===== src/rtl/nw_pkg.sv =====
// Shared definitions for the Needleman-Wunsch aligner.
// Holds the traceback direction codes, the nucleotide symbol encodings and
// the traceback state enum used by nw_traceback.
package nw_pkg;

    // Direction codes stored in the direction matrix during fill.
    localparam logic [1:0] DIAG    = 2'b00;
    localparam logic [1:0] UP      = 2'b01;
    localparam logic [1:0] LEFT    = 2'b10;
    localparam logic [1:0] ILLEGAL = 2'b11;

    // Nucleotide symbol encodings.
    localparam logic [1:0] SYM_A = 2'b00;
    localparam logic [1:0] SYM_C = 2'b01;
    localparam logic [1:0] SYM_G = 2'b10;
    localparam logic [1:0] SYM_T = 2'b11;

    typedef enum logic [1:0] {
        IDLE,
        FETCH,
        EMIT,
        DONE
    } tb_state_e;

endpackage


===== src/rtl/nw_traceback.sv =====
// Traceback stage of the Needleman-Wunsch aligner.
// Walks the direction matrix from cell (N,N) back to (0,0), reading one
// direction code per step and emitting one aligned symbol pair per step on a
// valid/ready stream, last pair first.
//
// Ports:
//   clk, rst                 clock, synchronous active-high reset
//   en_traceB                level enable from the controller
//   dir_rd                   read strobe for direction and sequence memories
//   dir_row, dir_col         direction matrix cell address (i, j)
//   dir_data                 direction code, valid the cycle after dir_rd
//   seq_a_addr, seq_b_addr   sequence addresses i-1, j-1 (0 when index is 0)
//   seq_a_data, seq_b_data   symbols, same latency as dir_data
//   out_valid, out_ready     output handshake
//   out_a, out_b             aligned symbols (00 when the matching gap is set)
//   out_a_gap, out_b_gap     gap flags
//   out_len                  pairs accepted so far (saturates at 2N)
//   ending                   traceback complete, back to the controller
//   dir_err                  sticky illegal-direction flag
module nw_traceback
    import nw_pkg::*;
#(
    parameter int unsigned N     = 8,
    parameter int unsigned IDX_W = $clog2(N + 1),
    parameter int unsigned LEN_W = $clog2(2 * N + 1)
) (
    input  logic             clk,
    input  logic             rst,
    input  logic             en_traceB,
    output logic             dir_rd,
    output logic [IDX_W-1:0] dir_row,
    output logic [IDX_W-1:0] dir_col,
    input  logic [1:0]       dir_data,
    output logic [IDX_W-1:0] seq_a_addr,
    output logic [IDX_W-1:0] seq_b_addr,
    input  logic [1:0]       seq_a_data,
    input  logic [1:0]       seq_b_data,
    output logic             out_valid,
    input  logic             out_ready,
    output logic [1:0]       out_a,
    output logic [1:0]       out_b,
    output logic             out_a_gap,
    output logic             out_b_gap,
    output logic [LEN_W-1:0] out_len,
    output logic             ending,
    output logic             dir_err
);

    tb_state_e        state_q, state_d;
    logic [IDX_W-1:0] i_q, i_d, j_q, j_d;
    logic [LEN_W-1:0] len_q, len_d;
    logic             err_q, err_d;
    // High on the first EMIT cycle, when the memory read data is live.
    logic             first_q, first_d;

    // Copy of the step taken from the live read, used while stalled because
    // the memory outputs are not guaranteed to hold after the read cycle.
    logic [1:0]       dir_q, sa_q, sb_q;

    logic [1:0]       live_dir, cur_dir, cur_sa, cur_sb;
    logic             illegal_hit;
    logic             handshake;
    logic [IDX_W-1:0] step_i, step_j;

    // Boundary rows/columns force the step; the stored code is ignored there.
    always_comb begin
        illegal_hit = 1'b0;
        if (i_q == '0) begin
            live_dir = LEFT;
        end else if (j_q == '0) begin
            live_dir = UP;
        end else if (dir_data == ILLEGAL) begin
            live_dir    = DIAG;
            illegal_hit = 1'b1;
        end else begin
            live_dir = dir_data;
        end
    end

    assign cur_dir   = first_q ? live_dir   : dir_q;
    assign cur_sa    = first_q ? seq_a_data : sa_q;
    assign cur_sb    = first_q ? seq_b_data : sb_q;
    assign handshake = (state_q == EMIT) && out_ready;

    always_comb begin
        step_i = i_q;
        step_j = j_q;
        if (cur_dir != LEFT) step_i = i_q - IDX_W'(1);
        if (cur_dir != UP)   step_j = j_q - IDX_W'(1);
    end

    // Next-state logic.
    always_comb begin
        state_d = state_q;
        i_d     = i_q;
        j_d     = j_q;
        len_d   = len_q;
        err_d   = err_q;
        first_d = 1'b0;
        unique case (state_q)
            IDLE: begin
                if (en_traceB) begin
                    i_d     = IDX_W'(N);
                    j_d     = IDX_W'(N);
                    len_d   = '0;
                    err_d   = 1'b0;
                    state_d = FETCH;
                end
            end
            FETCH: begin
                if (!en_traceB) begin
                    state_d = IDLE;
                end else begin
                    first_d = 1'b1;
                    state_d = EMIT;
                end
            end
            EMIT: begin
                if (!en_traceB) begin
                    state_d = IDLE;
                end else begin
                    if (first_q && illegal_hit) err_d = 1'b1;
                    if (handshake) begin
                        i_d = step_i;
                        j_d = step_j;
                        if (len_q != LEN_W'(2 * N)) len_d = len_q + LEN_W'(1);
                        state_d = ((step_i == '0) && (step_j == '0)) ? DONE : FETCH;
                    end
                end
            end
            DONE: begin
                if (!en_traceB) state_d = IDLE;
            end
            default: state_d = IDLE;
        endcase
    end

    always_ff @(posedge clk) begin
        if (rst) begin
            state_q <= IDLE;
            i_q     <= '0;
            j_q     <= '0;
            len_q   <= '0;
            err_q   <= 1'b0;
            first_q <= 1'b0;
            dir_q   <= DIAG;
            sa_q    <= SYM_A;
            sb_q    <= SYM_A;
        end else begin
            state_q <= state_d;
            i_q     <= i_d;
            j_q     <= j_d;
            len_q   <= len_d;
            err_q   <= err_d;
            first_q <= first_d;
            if ((state_q == EMIT) && first_q) begin
                dir_q <= live_dir;
                sa_q  <= seq_a_data;
                sb_q  <= seq_b_data;
            end
        end
    end

    // Read bus is only driven during FETCH so it idles at zero.
    always_comb begin
        dir_rd     = (state_q == FETCH);
        dir_row    = '0;
        dir_col    = '0;
        seq_a_addr = '0;
        seq_b_addr = '0;
        if (state_q == FETCH) begin
            dir_row = i_q;
            dir_col = j_q;
            if (i_q != '0) seq_a_addr = i_q - IDX_W'(1);
            if (j_q != '0) seq_b_addr = j_q - IDX_W'(1);
        end
    end

    always_comb begin
        out_valid = (state_q == EMIT);
        out_a     = SYM_A;
        out_b     = SYM_A;
        out_a_gap = 1'b0;
        out_b_gap = 1'b0;
        if (state_q == EMIT) begin
            case (cur_dir)
                UP: begin
                    out_a     = cur_sa;
                    out_b_gap = 1'b1;
                end
                LEFT: begin
                    out_a_gap = 1'b1;
                    out_b     = cur_sb;
                end
                default: begin
                    out_a = cur_sa;
                    out_b = cur_sb;
                end
            endcase
        end
    end

    assign out_len = len_q;
    assign ending  = (state_q == DONE);
    assign dir_err = err_q;

endmodule


===== config.mk =====
export PLATFORM = sky130hd
export DESIGN_NAME = nw_traceback
export DESIGN_NICKNAME = d
export VERILOG_FILES = /design/src/rtl/nw_pkg.sv /design/src/rtl/nw_traceback.sv
export SDC_FILE = /design/constraint.sdc
export NUM_CORES = 1
export LEC_CHECK = 0
export CORE_MARGIN = 8
export CORE_UTILIZATION = 48
export CTS_CLUSTER_SIZE = 10
export DETAILED_ROUTE_END_ITERATION = 12
export PLACE_DENSITY = 0.79
export SLEW_MARGIN = 20
export SYNTH_ARGS = -nofsm -noshare
export SYNTH_HDL_FRONTEND = slang
export SYNTH_SLANG_ARGS = --single-unit

===== constraint.sdc =====
create_clock -name clk -period 6.5 [get_ports clk]
set_input_delay 1.625 -clock clk [delete_from_list [all_inputs] [get_ports clk]]
set_output_delay 1.625 -clock clk [all_outputs]
set_load 0.02 [all_outputs]

# [After elaboration in Yosys (flattened, before gate mapping)]
# Index checks and enable logic that the tools add are counted.
[word_totals] out_inout_bits=31 ff_bits=23 word_cells=95
[op_classes] muxes=49 add_sub_neg=3 reduce_logical=17 eq_ne=16 bitwise_logic=1
[ops] operator="two-way mux 4 bit" count=13
[ops] operator="two-way mux 2 bit" count=16
[ops] operator="two-way mux 5 bit" count=4
[ops] operator="zero test 4 bit" count=4
[ops] operator="one-hot mux 4 bit (2 select lines)" count=2
[ops] operator="two-way mux 1 bit" count=11
[ops] operator="one-hot mux 5 bit (2 select lines)" count=1
[ops] operator="equality test 2 bit, second input constant" count=4
[ops] operator="!= test 2 x 1 -> 1 bit, second input constant" count=4
[ops] operator="!= test 2 bit, second input constant" count=4
[ops] operator="one-hot mux 2 bit (4 select lines)" count=1
[ops] operator="AND reduction 4 bit" count=2
[ops] operator="nonzero test 4 bit" count=2
[ops] operator="subtractor 4 x 1 -> 4 bit, second input constant" count=2
[ops] operator="adder 5 x 1 -> 5 bit, second input constant" count=1
[ops] operator="!= test 5 bit, second input constant" count=1
[ops] operator="AND reduction 5 bit" count=1
[ops] operator="equality test 2 x 1 -> 1 bit, second input constant" count=2
[ops] operator="logical AND 1 bit" count=4
[ops] operator="!= test 3 x 2 -> 1 bit, second input constant" count=1
[ops] operator="AND reduction 3 bit" count=1
[ops] operator="zero test 2 bit" count=1
[ops] operator="one-hot mux 1 bit (2 select lines)" count=1
[ops] operator="nonzero test 2 bit" count=1
[ops] operator="other kinds (2)" count=2

# [Longest topological paths before layout]
[depth] word_depth=13 mapped_depth=9 ltp_nobuf=8

# [Worst setup path after synthesis]
# Ideal clock, no wire load.
[synth_timing] path_kind="input to output" start="in dir_data[1]" end="out out_b[0]" path_buffers=1 path_slack_ps=2331 t_arrival_ps=2544 t_required_ps=4875 cell_stages=6 path_cell_list="nand2b_1 -> a21oi_2 -> a21oi_1 -> clkbuf_8 -> nand2_1 -> nor2_1"
[synth_via] elab_chain_cells=8
[synth_rtl] item="from (decl)" line_no="nw_traceback.sv:33" rtl="input logic [1:0] dir_data,"
[synth_rtl] item="equality test 2 bit" line_no="nw_traceback.sv:72" rtl="end else if (dir_data == ILLEGAL) begin"
[synth_rtl] item="two-way mux 2 bit (*)" line_no="nw_traceback.sv:72"
[synth_rtl] item="two-way mux 2 bit (*)" line_no="nw_traceback.sv:70" rtl="end else if (j_q == '0) begin"
[synth_rtl] item="two-way mux 2 bit (*)" line_no="nw_traceback.sv:68" rtl="if (i_q == '0) begin"
[synth_rtl] item="two-way mux 2 bit (*)" line_no="nw_traceback.sv:80" rtl="assign cur_dir = first_q ? live_dir : dir_q;"
[synth_rtl] item="equality test 2 x 1 -> 1 bit (*)" line_no="nw_traceback.sv:186" rtl="case (cur_dir)"
[synth_rtl] item="two-way mux 2 bit (*)" line_no="nw_traceback.sv:186"
[synth_rtl] item="two-way mux 2 bit (*)" line_no="nw_traceback.sv:185" rtl="if (state_q == EMIT) begin"
[synth_rtl] item="to (decl)" line_no="nw_traceback.sv:41" rtl="output logic [1:0] out_b,"
# Mark *: on every way between the ends. The rest lies on a longest branch, timed or not.

# [Worst setup path after layout]
[layout_timing] start="in dir_data[1]" end="out out_b_gap"
[layout_via] elab_chain_cells=8
[layout_rtl] item="equality test 2 bit" line_no="nw_traceback.sv:72"
[layout_rtl] item="two-way mux 2 bit (*)" line_no="nw_traceback.sv:72"
[layout_rtl] item="two-way mux 2 bit (*)" line_no="nw_traceback.sv:70"
[layout_rtl] item="two-way mux 2 bit (*)" line_no="nw_traceback.sv:68"
[layout_rtl] item="two-way mux 2 bit (*)" line_no="nw_traceback.sv:80"
[layout_rtl] item="equality test 2 x 1 -> 1 bit (*)" line_no="nw_traceback.sv:186"
[layout_rtl] item="two-way mux 1 bit (*)" line_no="nw_traceback.sv:186"
[layout_rtl] item="two-way mux 1 bit (*)" line_no="nw_traceback.sv:185"
[layout_rtl] item="to (decl)" line_no="nw_traceback.sv:43" rtl="output logic out_b_gap,"
# Marked as above.

==> flow_summary.json <==
{
  "status": "completed",
  "slew_headroom": 0.490,
  "antenna_found_initial": 0,
  "chipWidth_um": 72.6,
  "fp.dieArea_um2": 5280,
  "routabilityCongestion": 0.877,
  "final.setup_skew_ns": 0.0145,
  "stdcell_area_um2": 1950,
  "numCtsBuffers": 3,
  "syn_nets": 216,
  "rows": 20,
  "routed_wl_mm": 4.00,
  "synth-edff-count": 0,
  "drt-met1-wl_mm": 1.84,
  "synth_area_um2": 1540,
  "fin_crit_ns": 5.17,
  "reg2reg_from": "j_q[0]",
  "initial_utilization": 0.505,
  "place_ws_ns": 1.36,
  "cts-root-buf": "clkbuf_4",
  "grt_max_degree": 20,
  "worst_slack_ns": 1.33,
  "highest_layer": "met4",
  "grt_pass1_vias": 1482,
  "drtPass1Iterations": 4,
  "fmax_ghz": 0.193,
  "cp.required_ns": 4.88,
  "yosysSeqAreaShare": 0.299,
  "io_pins": 41,
  "end_kind": "primary output",
  "yosys_warnings": 0,
  "nFillCells": 294,
  "cp_common_cell": "clkdlybuf4s50_1",
  "cts_tree": "yes",
  "synth_ff_type": "dfxtp_1",
  "diodes": 0,
  "arrival_ns": 3.55,
  "synthCells": 202,
  "p_leak_uw": 0.000703,
  "synth_simple_gate_area_share": 0.335,
  "multi_input_area_um2": 961,
  "clk_pin_slew_ns": 0.14,
  "core_um2": 3050,
  "critPathCapture": "out_b_gap",
  "synth_top_cell_by_area": "dfxtp_1",
  "r2r_cells": 8,
  "worst_hold_slack_ns": 0.469,
  "synth-xor-area-share": 0.0284,
  "cp-start-kind": "input port",
  "ir_drop_mv": 0.0844,
  "io_buffers": 40,
  "remaining_drc_errors": 0,
  "drive_gt1_frac": 0.0678,
  "timing.setup.tns_ns": 0,
  "cts_sinks": 23,
  "crit_family": "buffers and inverters",
  "final_max_slew_viol_count": 0,
  "nNetsFinal": 251,
  "cp-startpoint": "dir_data[1]",
  "async_flop_share": 0,
  "r2r_slack_ns": 3.96,
  "drv_cap": 0,
  "crit_chain": "clkdlybuf4s50_1 > nand2b_1 > a21oi_2 > a21oi_1 > buf_4 > nor2_1 > clkdlybuf4s50_1",
  "synth_top_area_frac": 0.299,
  "worstPathBufferInverterCount": 3,
  "die_y_um": 72.6,
  "clock_latency_ns": 0.33,
  "synth_cell_types": 46,
  "synth_compound_area_frac": 0.189,
  "syn_to_final_growth_pct": 26.6,
  "worst_pin_slew_ns": 0.764,
  "worst-path-stages": 7,
  "crit_type": "input port to primary output",
  "grtUsageTotal": 0.160,
  "seqCellArea_um2": 460,
  "synth_top_family_by_area": "simple AND/OR/NAND/NOR gates",
  "vias_per_cell": 5.46,
  "synthAdderAreaFrac": 0.0325,
  "min_from": "sb_q[0]",
  "place_area_um2": 1920,
  "crit_path_max_incr_delay_ns": 0.61,
  "dr_wl_met3_um": 262,
  "ant_nets": 0,
  "rsz0062_at_grt": "false",
  "cts_setup_buffers": 0,
  "ys_seq_elements": 23,
  "hpwl_mm": 2.93,
  "grt_pass1_wl_mm": 6.91,
  "clockBufferDepth": 2,
  "globalRouteOverflowTotal": 0,
  "hold_viol": 0,
  "drtIter0Drc": 96,
  "synthTopCellsByArea": "dfxtp_1 (30%), nor2_1 (8.0%), a21oi_1 (5.5%)",
  "fin_crit_sh": 0.795,
  "power.total_uw": 264,
  "synth.area.mux_share": 0.0390,
  "cp_max_fo": 10,
  "rr_endpoint": "state_q[1]",
  "hold_buffers": 0,
  "finalSetupViolCount": 0,
  "min_path_type": "flop to flop",
  "slowest_stage": "clkdlybuf4s50_1",
  "power_density_nw_per_um2": 135,
  "htree_levels": 1,
  "dr_wl_met2_mm": 1.81,
  "ctsResizeCount": 0,
  "synth.avg_cell_area_um2": 7.62,
  "wl_per_cell_um": 14.3,
  "vias": 1528
}
tightest hold or removal path, delay by kind of cell, from the launching register on:
kind / cells / cell delay, ns
flops: 1 / 0.34
simple gates: 1 / 0.05
compound gates: 1 / 0.05
cell usage in the layout, fill, tap and decap left out, drive strengths merged, types with 5 or more instances in the layout:
cell           count
a21oi             18
clkdlybuf4s50     40
dfxtp             23
inv               10
mux2i              6
nand2             18
nand3              8
nor2              33
nor3              12
nor3b              5
power breakdown:
part	internal [µW]	leakage [µW]	switching, µW
Clock	23.1	0.0000177	47.8
Combinational	19.3	0.000499	25.3
Sequential	143	0.000186	4.97
Total	186	0.000703	78.1
layout make-up:
cell class / count / area share
multi-input combinational: 158 / 0.493
tap: 44 / 0.0282
clock buffer: 3 / 0.0116
timing repair buffer: 41 / 0.209
clock inverter: 1 / 0.00257
inverter: 10 / 0.0193
sequential: 23 / 0.236
how the worst min path moves through the flow:
stage | endpoint | cells after the start | slack (ns)
finish | sb_q[0] | 2 | 0.47
global placement | sb_q[0] | 2 | 0.44
floorplan | sa_q[0] | 2 | 0.44
CTS | sb_q[0] | 2 | 0.47
detailed placement | sb_q[0] | 2 | 0.45
global route | sa_q[0] | 2 | 0.49
logic make-up after synthesis:
family	after synthesis
buffers and inverters	21
adders and majority gates	4
and+or+nand+nor	101
AOI/OAI and AO/OA	42
muxes	6
xor gates and xnor gates	5
DFF	23
stage by stage:
| stage | std cells | utilization |
|---|---|---|
| 6_report | 280 | 0.639 |
| 3_5_place_dp | 276 | 0.630 |
| 4_1_cts | 280 | 0.639 |
| 5_1_grt | 280 | 0.639 |
| 2_1_floorplan | 202 | - |
| 3_3_place_gp | 276 | 0.630 |
routing by layer:
metal,global-route usage,vias to the layer above
li1,-,776
met1,0.199,691
met2,0.252,51
met3,0.0371,10
met4,0.0756,0
met5,0,-
cell usage after synthesis (all sizes together), types with 2 or more instances:
cell    instances
and2            4
dfxtp          23
a311oi          3
and3            3
nand3           8
or2             2
a21oi          18
o21bai          2
nor3           12
o211ai          3
a31oi           3
clkbuf          7
xor2            3
mux2i           6
nand4           3
inv            10
nand2b          4
and2b           2
nand2          18
nor2           33
ha              4
buf             4
xnor2           2
o21ai           4
or3             2
a211oi          3
nor3b           5
registers in the layout, summed over array words and instances (netlist names):
| signal | count |
|---|---|
| dir_err | 1 |
| dir_q | 2 |
| first_q | 1 |
| i_q | 4 |
| j_q | 4 |
| out_len | 5 |
| sa_q | 2 |
| sb_q | 2 |
| state_q | 2 |
(Power assumes the default switching activity.)
